[src/rtl/mem_interface_if.sv]
// Bus bundle between the control unit / word RAM and the memory interface stage.
interface mem_interface_if #(
   parameter int DATA_WIDTH = 32,
   parameter int ADDR_WIDTH = 9
);
   logic [DATA_WIDTH-1:0] BusMuxOut;
   logic                  MARin;
   logic                  MDRin;
   logic                  MDRout;
   logic                  mem_rd;
   logic                  mem_wr;
   logic                  busy;
   logic                  mem_done;
   logic                  mem_err;
   logic [DATA_WIDTH-1:0] BusMuxIn_MDR;
   logic [ADDR_WIDTH-1:0] ram_addr;
   logic [DATA_WIDTH-1:0] ram_wdata;
   logic                  ram_we;
   logic                  ram_req;
   logic                  ram_ack;
   logic [DATA_WIDTH-1:0] ram_rdata;

   // master: control unit plus RAM model; slave: the memory interface stage
   modport master (
      output BusMuxOut, MARin, MDRin, MDRout, mem_rd, mem_wr, ram_ack, ram_rdata,
      input  busy, mem_done, mem_err, BusMuxIn_MDR, ram_addr, ram_wdata, ram_we, ram_req
   );

   modport slave (
      input  BusMuxOut, MARin, MDRin, MDRout, mem_rd, mem_wr, ram_ack, ram_rdata,
      output busy, mem_done, mem_err, BusMuxIn_MDR, ram_addr, ram_wdata, ram_we, ram_req
   );
endinterface

[src/rtl/mem_interface.sv]
// MAR/MDR holder running a request/ack handshake with a word RAM, with a
// bounded wait that aborts with mem_err when the RAM never acknowledges.
module mem_interface #(
   parameter int DATA_WIDTH = 32,
   parameter int ADDR_WIDTH = 9,
   parameter int TIMEOUT    = 15
) (
   input logic            clock,
   input logic            clear,
   mem_interface_if.slave bus
);
   typedef enum logic [1:0] {IDLE, RD_WAIT, WR_WAIT} state_t;

   localparam logic [7:0] CNT_LAST = 8'(TIMEOUT - 1);

   state_t                state_reg, state_next;
   logic [ADDR_WIDTH-1:0] mar_reg, mar_next;
   logic [DATA_WIDTH-1:0] mdr_reg, mdr_next;
   logic [7:0]            cnt_reg, cnt_next;
   logic                  req_reg, req_next;
   logic                  we_reg, we_next;
   logic [ADDR_WIDTH-1:0] addr_reg, addr_next;
   logic [DATA_WIDTH-1:0] wdata_reg, wdata_next;
   logic                  done_reg, done_next;
   logic                  err_reg, err_next;

   always_ff @(posedge clock or negedge clear) begin
      if (!clear) begin
         state_reg <= IDLE;
         mar_reg   <= '0;
         mdr_reg   <= '0;
         cnt_reg   <= '0;
         req_reg   <= 1'b0;
         we_reg    <= 1'b0;
         addr_reg  <= '0;
         wdata_reg <= '0;
         done_reg  <= 1'b0;
         err_reg   <= 1'b0;
      end else begin
         state_reg <= state_next;
         mar_reg   <= mar_next;
         mdr_reg   <= mdr_next;
         cnt_reg   <= cnt_next;
         req_reg   <= req_next;
         we_reg    <= we_next;
         addr_reg  <= addr_next;
         wdata_reg <= wdata_next;
         done_reg  <= done_next;
         err_reg   <= err_next;
      end
   end

   always_comb begin
      state_next = state_reg;
      mar_next   = mar_reg;
      mdr_next   = mdr_reg;
      cnt_next   = cnt_reg;
      req_next   = req_reg;
      we_next    = we_reg;
      addr_next  = addr_reg;
      wdata_next = wdata_reg;
      done_next  = 1'b0;
      err_next   = 1'b0;
      case (state_reg)
         IDLE: begin
            if (bus.MARin) mar_next = bus.BusMuxOut[ADDR_WIDTH-1:0];
            if (bus.MDRin) mdr_next = bus.BusMuxOut;
            // the transaction launches with the pre-edge MAR/MDR, not a same-cycle load
            if (bus.mem_rd || bus.mem_wr) begin
               state_next = bus.mem_rd ? RD_WAIT : WR_WAIT;
               req_next   = 1'b1;
               we_next    = !bus.mem_rd;
               addr_next  = mar_reg;
               wdata_next = mdr_reg;
               cnt_next   = '0;
            end
         end
         RD_WAIT, WR_WAIT: begin
            if (bus.ram_ack) begin
               if (state_reg == RD_WAIT) mdr_next = bus.ram_rdata;
               req_next   = 1'b0;
               we_next    = 1'b0;
               done_next  = 1'b1;
               state_next = IDLE;
            end else if (cnt_reg == CNT_LAST) begin
               req_next   = 1'b0;
               we_next    = 1'b0;
               done_next  = 1'b1;
               err_next   = 1'b1;
               state_next = IDLE;
            end else begin
               cnt_next = cnt_reg + 8'd1;
            end
         end
         default: state_next = IDLE;
      endcase
   end

   assign bus.busy      = (state_reg != IDLE);
   assign bus.mem_done  = done_reg;
   assign bus.mem_err   = err_reg;
   assign bus.ram_addr  = addr_reg;
   assign bus.ram_wdata = wdata_reg;
   assign bus.ram_we    = we_reg;
   assign bus.ram_req   = req_reg;

   genvar gi;
   generate
      for (gi = 0; gi < DATA_WIDTH; gi++) begin : g_mdr_gate
         assign bus.BusMuxIn_MDR[gi] = mdr_reg[gi] & bus.MDRout;
      end
   endgenerate
endmodule

[src/flat_wrapper.sv]
// flat-port wrapper written by rule: the top's interface ports become plain ports
module mem_interface_flat 
#(
   parameter int DATA_WIDTH = 32,
   parameter int ADDR_WIDTH = 9,
   parameter int TIMEOUT    = 15
)
  (clock, clear, bus_BusMuxOut, bus_MARin, bus_MDRin, bus_MDRout, bus_mem_rd, bus_mem_wr, bus_ram_ack, bus_ram_rdata, bus_busy, bus_mem_done, bus_mem_err, bus_BusMuxIn_MDR, bus_ram_addr, bus_ram_wdata, bus_ram_we, bus_ram_req);
  mem_interface_if #(.DATA_WIDTH(DATA_WIDTH), .ADDR_WIDTH(ADDR_WIDTH)) bus_i ();
  input logic clock;
  input logic clear;
  input wire logic [$bits(bus_i.BusMuxOut)-1:0] bus_BusMuxOut;
  input wire logic [$bits(bus_i.MARin)-1:0] bus_MARin;
  input wire logic [$bits(bus_i.MDRin)-1:0] bus_MDRin;
  input wire logic [$bits(bus_i.MDRout)-1:0] bus_MDRout;
  input wire logic [$bits(bus_i.mem_rd)-1:0] bus_mem_rd;
  input wire logic [$bits(bus_i.mem_wr)-1:0] bus_mem_wr;
  input wire logic [$bits(bus_i.ram_ack)-1:0] bus_ram_ack;
  input wire logic [$bits(bus_i.ram_rdata)-1:0] bus_ram_rdata;
  output wire logic [$bits(bus_i.busy)-1:0] bus_busy;
  output wire logic [$bits(bus_i.mem_done)-1:0] bus_mem_done;
  output wire logic [$bits(bus_i.mem_err)-1:0] bus_mem_err;
  output wire logic [$bits(bus_i.BusMuxIn_MDR)-1:0] bus_BusMuxIn_MDR;
  output wire logic [$bits(bus_i.ram_addr)-1:0] bus_ram_addr;
  output wire logic [$bits(bus_i.ram_wdata)-1:0] bus_ram_wdata;
  output wire logic [$bits(bus_i.ram_we)-1:0] bus_ram_we;
  output wire logic [$bits(bus_i.ram_req)-1:0] bus_ram_req;
  assign bus_i.BusMuxOut = bus_BusMuxOut;
  assign bus_i.MARin = bus_MARin;
  assign bus_i.MDRin = bus_MDRin;
  assign bus_i.MDRout = bus_MDRout;
  assign bus_i.mem_rd = bus_mem_rd;
  assign bus_i.mem_wr = bus_mem_wr;
  assign bus_i.ram_ack = bus_ram_ack;
  assign bus_i.ram_rdata = bus_ram_rdata;
  assign bus_busy = bus_i.busy;
  assign bus_mem_done = bus_i.mem_done;
  assign bus_mem_err = bus_i.mem_err;
  assign bus_BusMuxIn_MDR = bus_i.BusMuxIn_MDR;
  assign bus_ram_addr = bus_i.ram_addr;
  assign bus_ram_wdata = bus_i.ram_wdata;
  assign bus_ram_we = bus_i.ram_we;
  assign bus_ram_req = bus_i.ram_req;
  mem_interface #(.DATA_WIDTH(DATA_WIDTH), .ADDR_WIDTH(ADDR_WIDTH), .TIMEOUT(TIMEOUT)) u_core (.clock(clock), .clear(clear), .bus(bus_i));
endmodule
[config.mk]
export PLATFORM = sky130hd
export DESIGN_NAME = mem_interface_flat
export DESIGN_NICKNAME = d
export VERILOG_FILES = /design/src/rtl/mem_interface_if.sv /design/src/rtl/mem_interface.sv /design/src/flat_wrapper.sv
export SDC_FILE = /design/constraint.sdc
export NUM_CORES = 1
export LEC_CHECK = 0
export BUFFER_PORTS_ARGS = -buffer_cell sky130_fd_sc_hd__buf_2
export CAP_MARGIN = 10
export CELL_PAD_IN_SITES_DETAIL_PLACEMENT = 1
export CELL_PAD_IN_SITES_GLOBAL_PLACEMENT = 1
export CORE_UTILIZATION = 30
export DETAILED_ROUTE_END_ITERATION = 8
export HOLD_SLACK_MARGIN = 0.08
export PLACE_DENSITY = 0.7
export SYNTH_ARGS = -nofsm -noshare
export SYNTH_HDL_FRONTEND = slang
export SYNTH_SLANG_ARGS = --single-unit
export TNS_END_PERCENT = 10
[constraint.sdc]
create_clock -name clock -period 1.7 [get_ports clock]
set_input_delay 0 -clock clock [delete_from_list [all_inputs] [get_ports clock]]
set_output_delay 0 -clock clock [all_outputs]
set_load 0.02 [all_outputs]
==> results of run 1 <==
what timing repair did:
action	CTS	global route
pin swaps	3	6
buffers inserted	2	6
resized for setup	16	17
hold buffers	67	0
setup endpoints to repair	42	42
cloned	2	2
endpoints found under the hold margin	120	0
synth_stat cells, types with 2 or more instances:
| cell type | count | share of area |
|---|---|---|
| nor2b_1 | 2 | 0.0029 |
| ha_1 | 4 | 0.012 |
| a21oi_1 | 37 | 0.043 |
| mux2i_1 | 34 | 0.079 |
| and2_1 | 33 | 0.048 |
| o21ai_0 | 4 | 0.0046 |
| inv_1 | 5 | 0.0043 |
| mux2_2 | 50 | 0.13 |
| buf_2 | 15 | 0.017 |
| nand2_1 | 7 | 0.0061 |
| a31oi_1 | 5 | 0.0072 |
| nor2_1 | 33 | 0.029 |
| nand3_1 | 5 | 0.0058 |
| dfrtp_1 | 96 | 0.55 |
| clkbuf_1 | 4 | 0.0035 |
| a41oi_1 | 3 | 0.0061 |
| nand2b_1 | 4 | 0.0058 |
worst register-to-register path: cells and delay by family (launching register included):
kind,cells,cell delay (ps)
compound gates,1,130
fa+ha+maj,1,180
buf+inv,4,520
flops,1,380
simple gates,3,390
power breakdown:
group | switching (uW) | internal, uW | total, uW
logic | 3920 | 3550 | 7470
clock network | 872 | 1220 | 2100
registers | 651 | 3400 | 4050
layout make-up:
cell class | instances | area [sq um]
Sequential cell | 96 | 2400
Timing Repair Buffer | 247 | 1810
Tap cell | 180 | 225
Fill cell | 1502 | 7260
Inverter | 5 | 18.8
Clock inverter | 4 | 51.3
Clock buffer | 12 | 256
Multi-Input combinational cell | 238 | 1960
how the worst max path moves through the flow:
stage | from | to | slack (ps) | cells past startpoint
detailed placement | u_core.state_reg[1] | u_core.mdr_reg[23] | -110 | 7
finish | u_core.state_reg[1] | u_core.mdr_reg[23] | 10 | 9
global route | u_core.state_reg[1] | u_core.mdr_reg[22] | -60 | 9
floorplan | u_core.state_reg[0] | u_core.cnt_reg[4] | 1 | 7
global placement | u_core.state_reg[0] | u_core.mdr_reg[13] | 20 | 7
CTS | u_core.state_reg[0] | u_core.mdr_reg[23] | -70 | 8
metrics by stage:
step	TNS (ps)	std cells	util	instance area [sq um]	setup WS (ps)
after floorplan	0	359	-	4350	1.06
after global placement	0	688	0.390	5450	18.6
after detailed placement	-2600	688	0.390	5450	-112
after CTS	-1270	775	0.471	6590	-71.5
after global routing	-1540	782	0.481	6730	-62.1
final	0	782	0.481	6730	11.9
routing by layer:
metal	vias up	GRT usage	part of all wire
li1	1726	-	-
met1	1888	0.215	0.40
met2	98	0.338	0.54
met3	17	0.0381	0.040
met4	0	0.0755	0.020
met5	-	0	0
logic make-up (layout without fill, tap and decap cells):
logic type               after synthesis  count (layout)  synth area share
AO/OA/AOI/OAI                         58              58            0.0802
adder cells (fa/ha/maj)                4               4            0.0115
buffers and inverters                 25             268            0.0260
flip-flops                            96              96             0.554
multiplexers                          85              85             0.212
AND/OR/NAND/NOR                       91              91             0.116
==> reports/metrics.csv, run 1 <==
metric;value;unit
Gate Count Post-Synth;359;
fin nets;673;
nature of the critical path startpoint;flop;
commonest cells after routing, fill and taps aside;buf_2, dfrtp_1, dlygate4sd3_1;
max incr delay on CP;380;ps
WL final;13.6;mm
Yosys cell types;35;
Worst Hold Depth;3;
Wirelength per Cell;17.4;um
clk slew on worst S/H paths;60;ps
HP Class;in2reg;
dominant synthesized flop cell;dfrtp_1;
R2R cell count;9;
critical path peak fanout;9;
CTS Sinks;96;
commonest non-fill, non-tap cell in the layout;buf_2;
Max Cap Violations;0;
vias in the first global route;4149;
WHS;108;ps
CP dominant cell by count;buf_12;
Clk Latency, worst-skew pair;350;ps
kind of critical path;reg2reg;
Peak Freq;0.592;GHz
Chip Width;122;um
critical path's top delay family;buffers and inverters;
Pleak;0.00307;uW
worst path required time;1960;ps
# H-tree levels;3;
final total power;13600;uW
r2r endpoint;u_core.mdr_reg[23];
Core ar.;0.0140;sq mm
antenna violations before repair;0;
crit-path cells;inv_2, ha_4, buf_6, nor2b_4, nor3_4, buf_12, buf_12, nor2_1, a21oi_1;
worst endpoint data arrival time;1950;ps
post-synthesis cell area;0.00434;sq mm
EDFF count, synth;0;
worst path bufs/invs;4;
GR Overflow Total;0;
TritonCTS buffer count;9;
RePlAce Congestion;0.718;
Final Hold Fails;0;
first drt pass iteration count;4;
post-synthesis area per instance;12.1;sq um
IO Count;150;
area growth from synthesis to layout;55.1;%
row count;43;
CTS Buffer Depth;2;
CTS tree;yes;
slowest CP cell;dfrtp_1;
reg2reg start;u_core.state_reg[1];
asr flop ratio synth;1.00;
DRC;0;
unrepaired setup endpoints after global routing;true;
Vias/cell;4.77;
Max IR drop VDD;0.000799;V
Root Buffer;clkbuf_16;
Antenna Cells;0;
Vias;3729;
Hold EP;u_core.bus.mem_done;
Initial Utilization;0.310;
share of layout cells above drive strength 1;0.462;
min-delay src;bus_ram_ack;
Die ar.;0.0149;sq mm
Max-Slew Margin vs Limit;0.623;
largest net degree at the start of global routing;41;
Least-Margin Pin Slew;566;ps
yosys warns;0;
first-pass GRT wire length;21.2;mm
1st-iter DRT viols;91;
antenna viol nets, final;0;
Yosys reg bits;96;
HPWL reported at the end of detailed placement;8.30;mm
gr usage total;0.187;
Final period util;0.993;
# setup viols final;0;
final clock skew;5.52;ps
Worst setup EP type;flop;
fin crit period;1690;ps
Syn Nets;435;
sequential area share after synthesis;0.554;
P per Cell Area;2030;mW/mm^2
reg-to-reg slack, setup;10;ps
status;completed;
Vert. Die Dim;122;um
max-slew violations;0;
number of buffers added on ports;149;
No activity file was read; power rests on OpenSTA's default activity.
==> run 2, diff against run 1 <==
- CORE_ASPECT_RATIO: not set -> 1.75
==> run 2 against run 1 <==
  * The run now ends with negative setup slack left
  * Sequential power barely moved
  * Combinational power rose by 5.1%
  * Non-clock buffer count rose by 4
  * Total power rose by 1.7%
  * Largest power group unchanged
==> reports/metrics.csv, run 2 (same netlist as run 1, synthesis figures left out) <==
metric;value;unit;change
CTS tree;yes;;
CTS Buffer Depth;2;;unchanged
nature of the critical path startpoint;flop;;
IO Count;150;;unchanged
Clk Latency, worst-skew pair;350;ps;about the same
Chip Width;92.9;um;-24%
dpl cell area;0.00548;sq mm;+0.44%
DRC;0;;unchanged
vias in the first global route;4352;;+4.9%
area of the multi-input gates;0.00195;sq mm;-0.32%
failing checks;negative setup slack;;
final total power;13900;uW;+1.7%
Vias/cell;4.83;;+1.3%
slowest CP cell;dfrtp_1;;
clk slew on worst S/H paths;70;ps;about the same
TritonCTS buffer count;9;;unchanged
fin area;0.00676;sq mm;+0.54%
1st-iter DRT viols;101;;+11%
Max Cap Violations;0;;unchanged
CTS Sinks;96;;unchanged
Max-Slew Margin vs Limit;0.544;;-0.0783
P per Cell Area;2050;mW/mm^2;+1.2%
antenna violations before repair;3;;+3
Core ar.;0.0140;sq mm;about the same
worst endpoint data arrival time;2010;ps;+60 ps
# setup viols final;35;;+35
critical path peak fanout;8;;-1
Worst setup EP type;flop;;
Fillers;1563;;+4.1%
WHS;146;ps;+37.7 ps
largest net degree at the start of global routing;51;;+24%
max incr delay on CP;390;ps;about the same
HP Class;in2reg;;
crit-path cells;inv_2, ha_4, mux2i_4, nor3_4, buf_12, clkbuf_16, nor2_2, a21oi_1;;
area growth from synthesis to layout;56.0;%;
first drt pass iteration count;4;;unchanged
Root Buffer;clkbuf_16;;
Initial Utilization;0.310;;about the same
GR Overflow Total;0;;unchanged
# H-tree levels;3;;unchanged
max-slew violations;0;;unchanged
final clock skew;13.4;ps;+7.89 ps
Peak Freq;0.574;GHz;-3.2%
Final Hold Fails;0;;unchanged
met3 wire length;408;um;-25%
RePlAce Congestion;0.750;;+4.5%
share of layout cells above drive strength 1;0.469;;+0.00685
Final WS setup;-43.5;ps;-55.4 ps
unrepaired setup endpoints after global routing;true;;
row count;57;;+33%
gr usage total;0.200;;+0.0125
top layer in use;met4;;
final core occ;0.484;;+0.00294
first-pass GRT wire length;22.6;mm;+6.7%
Max IR drop VDD;0.000843;V;+5.5%
status;finished, violations left;;
Die ar.;0.0150;sq mm;+0.13%
WL met2;8.50;mm;+16%
wl on met1;5.12;mm;-6.9%
setup TNS;-580;ps;-580 ps
Vert. Die Dim;161;um;+32%
Vias;3796;;+1.8%
Wirelength per Cell;19.0;um;+8.9%
HPWL reported at the end of detailed placement;8.91;mm;+7.3%
commonest non-fill, non-tap cell in the layout;buf_2;;
worst path required time;1970;ps;about the same
Final period util;1.03;;+0.0326
WL final;14.9;mm;+9.5%
number of buffers added on ports;149;;unchanged
kind of critical path;reg2reg;;
Least-Margin Pin Slew;683;ps;+117 ps
register area;0.00240;sq mm;about the same
Pleak;0.00308;uW;+0.41%
fin nets;677;;+0.59%
commonest cells after routing, fill and taps aside;buf_2, dfrtp_1, dlygate4sd3_1;;
fin crit period;1740;ps;+55.4 ps
antenna viol nets, final;0;;unchanged
## run 2: critical path: cells and delay by family, from the launching register on
| kind | cells | cell delay, ps |
|---|---|---|
| AOI/OAI and AO/OA | 1 | 110 |
| adders and majority gates | 1 | 240 |
| buffers and inverters | 3 | 470 |
| DFF | 1 | 390 |
| muxes | 1 | 200 |
| and+or+nand+nor | 2 | 260 |
## run 2: per-stage QoR
stage          worst slack (ps)  std cells
6_report                  -43.5        786
5_1_grt                    -112        786
4_1_cts                   -29.8        778
3_5_place_dp               -106        687
3_3_place_gp               20.5        687
2_1_floorplan              1.06        359
## run 2: timing repair
action | in CTS | in global routing
endpoints found under the setup margin | 43 | 43
pin swaps | 4 | 7
hold buffers | 67 | 0
gates resized for setup | 10 | 25
buffers inserted | 6 | 2
hold endpoints to repair | 90 | 0
cloned | 2 | 4
## run 2: metal layers
layer	vias up	track usage
li1	1734	-
met1	1878	0.201
met2	127	0.370
met3	57	0.0325
met4	0	0.129
met5	-	0
## run 2: layout make-up
| cell class | count | share of cell area |
|---|---|---|
| multi-input cells | 238 | 0.288 |
| clock buffers | 10 | 0.0339 |
| well taps | 177 | 0.0328 |
| clock inverters | 6 | 0.00777 |
| inverters | 5 | 0.00278 |
| repair buffers | 251 | 0.278 |
| diodes | 3 | 0.00111 |
| flip-flops and latches | 96 | 0.355 |
## run 2: path summary, 6_finish.rpt
check | startpoint | endpoint | slack, ps | cells past startpoint
max in group asynchronous | clear | u_core.mdr_reg[11] | 800 | 3
min reg2reg | u_core.bus.ram_we | u_core.bus.ram_we | 500 | 2
max | u_core.state_reg[0] | u_core.mdr_reg[27] | -40 | 8
max reg2reg | u_core.state_reg[0] | u_core.mdr_reg[27] | -40 | 8
min | bus_ram_ack | u_core.bus.mem_done | 150 | 3
min in group asynchronous | clear | u_core.bus.ram_wdata[27] | 240 | 2
## run 2: power by group
group	internal (uW)	total, uW	switching, uW	leakage (uW)
clock	1010	1960	941	0.000131
sequential	3390	4050	657	0.00110
combinational	3720	7850	4130	0.00185
total	8130	13900	5720	0.00308
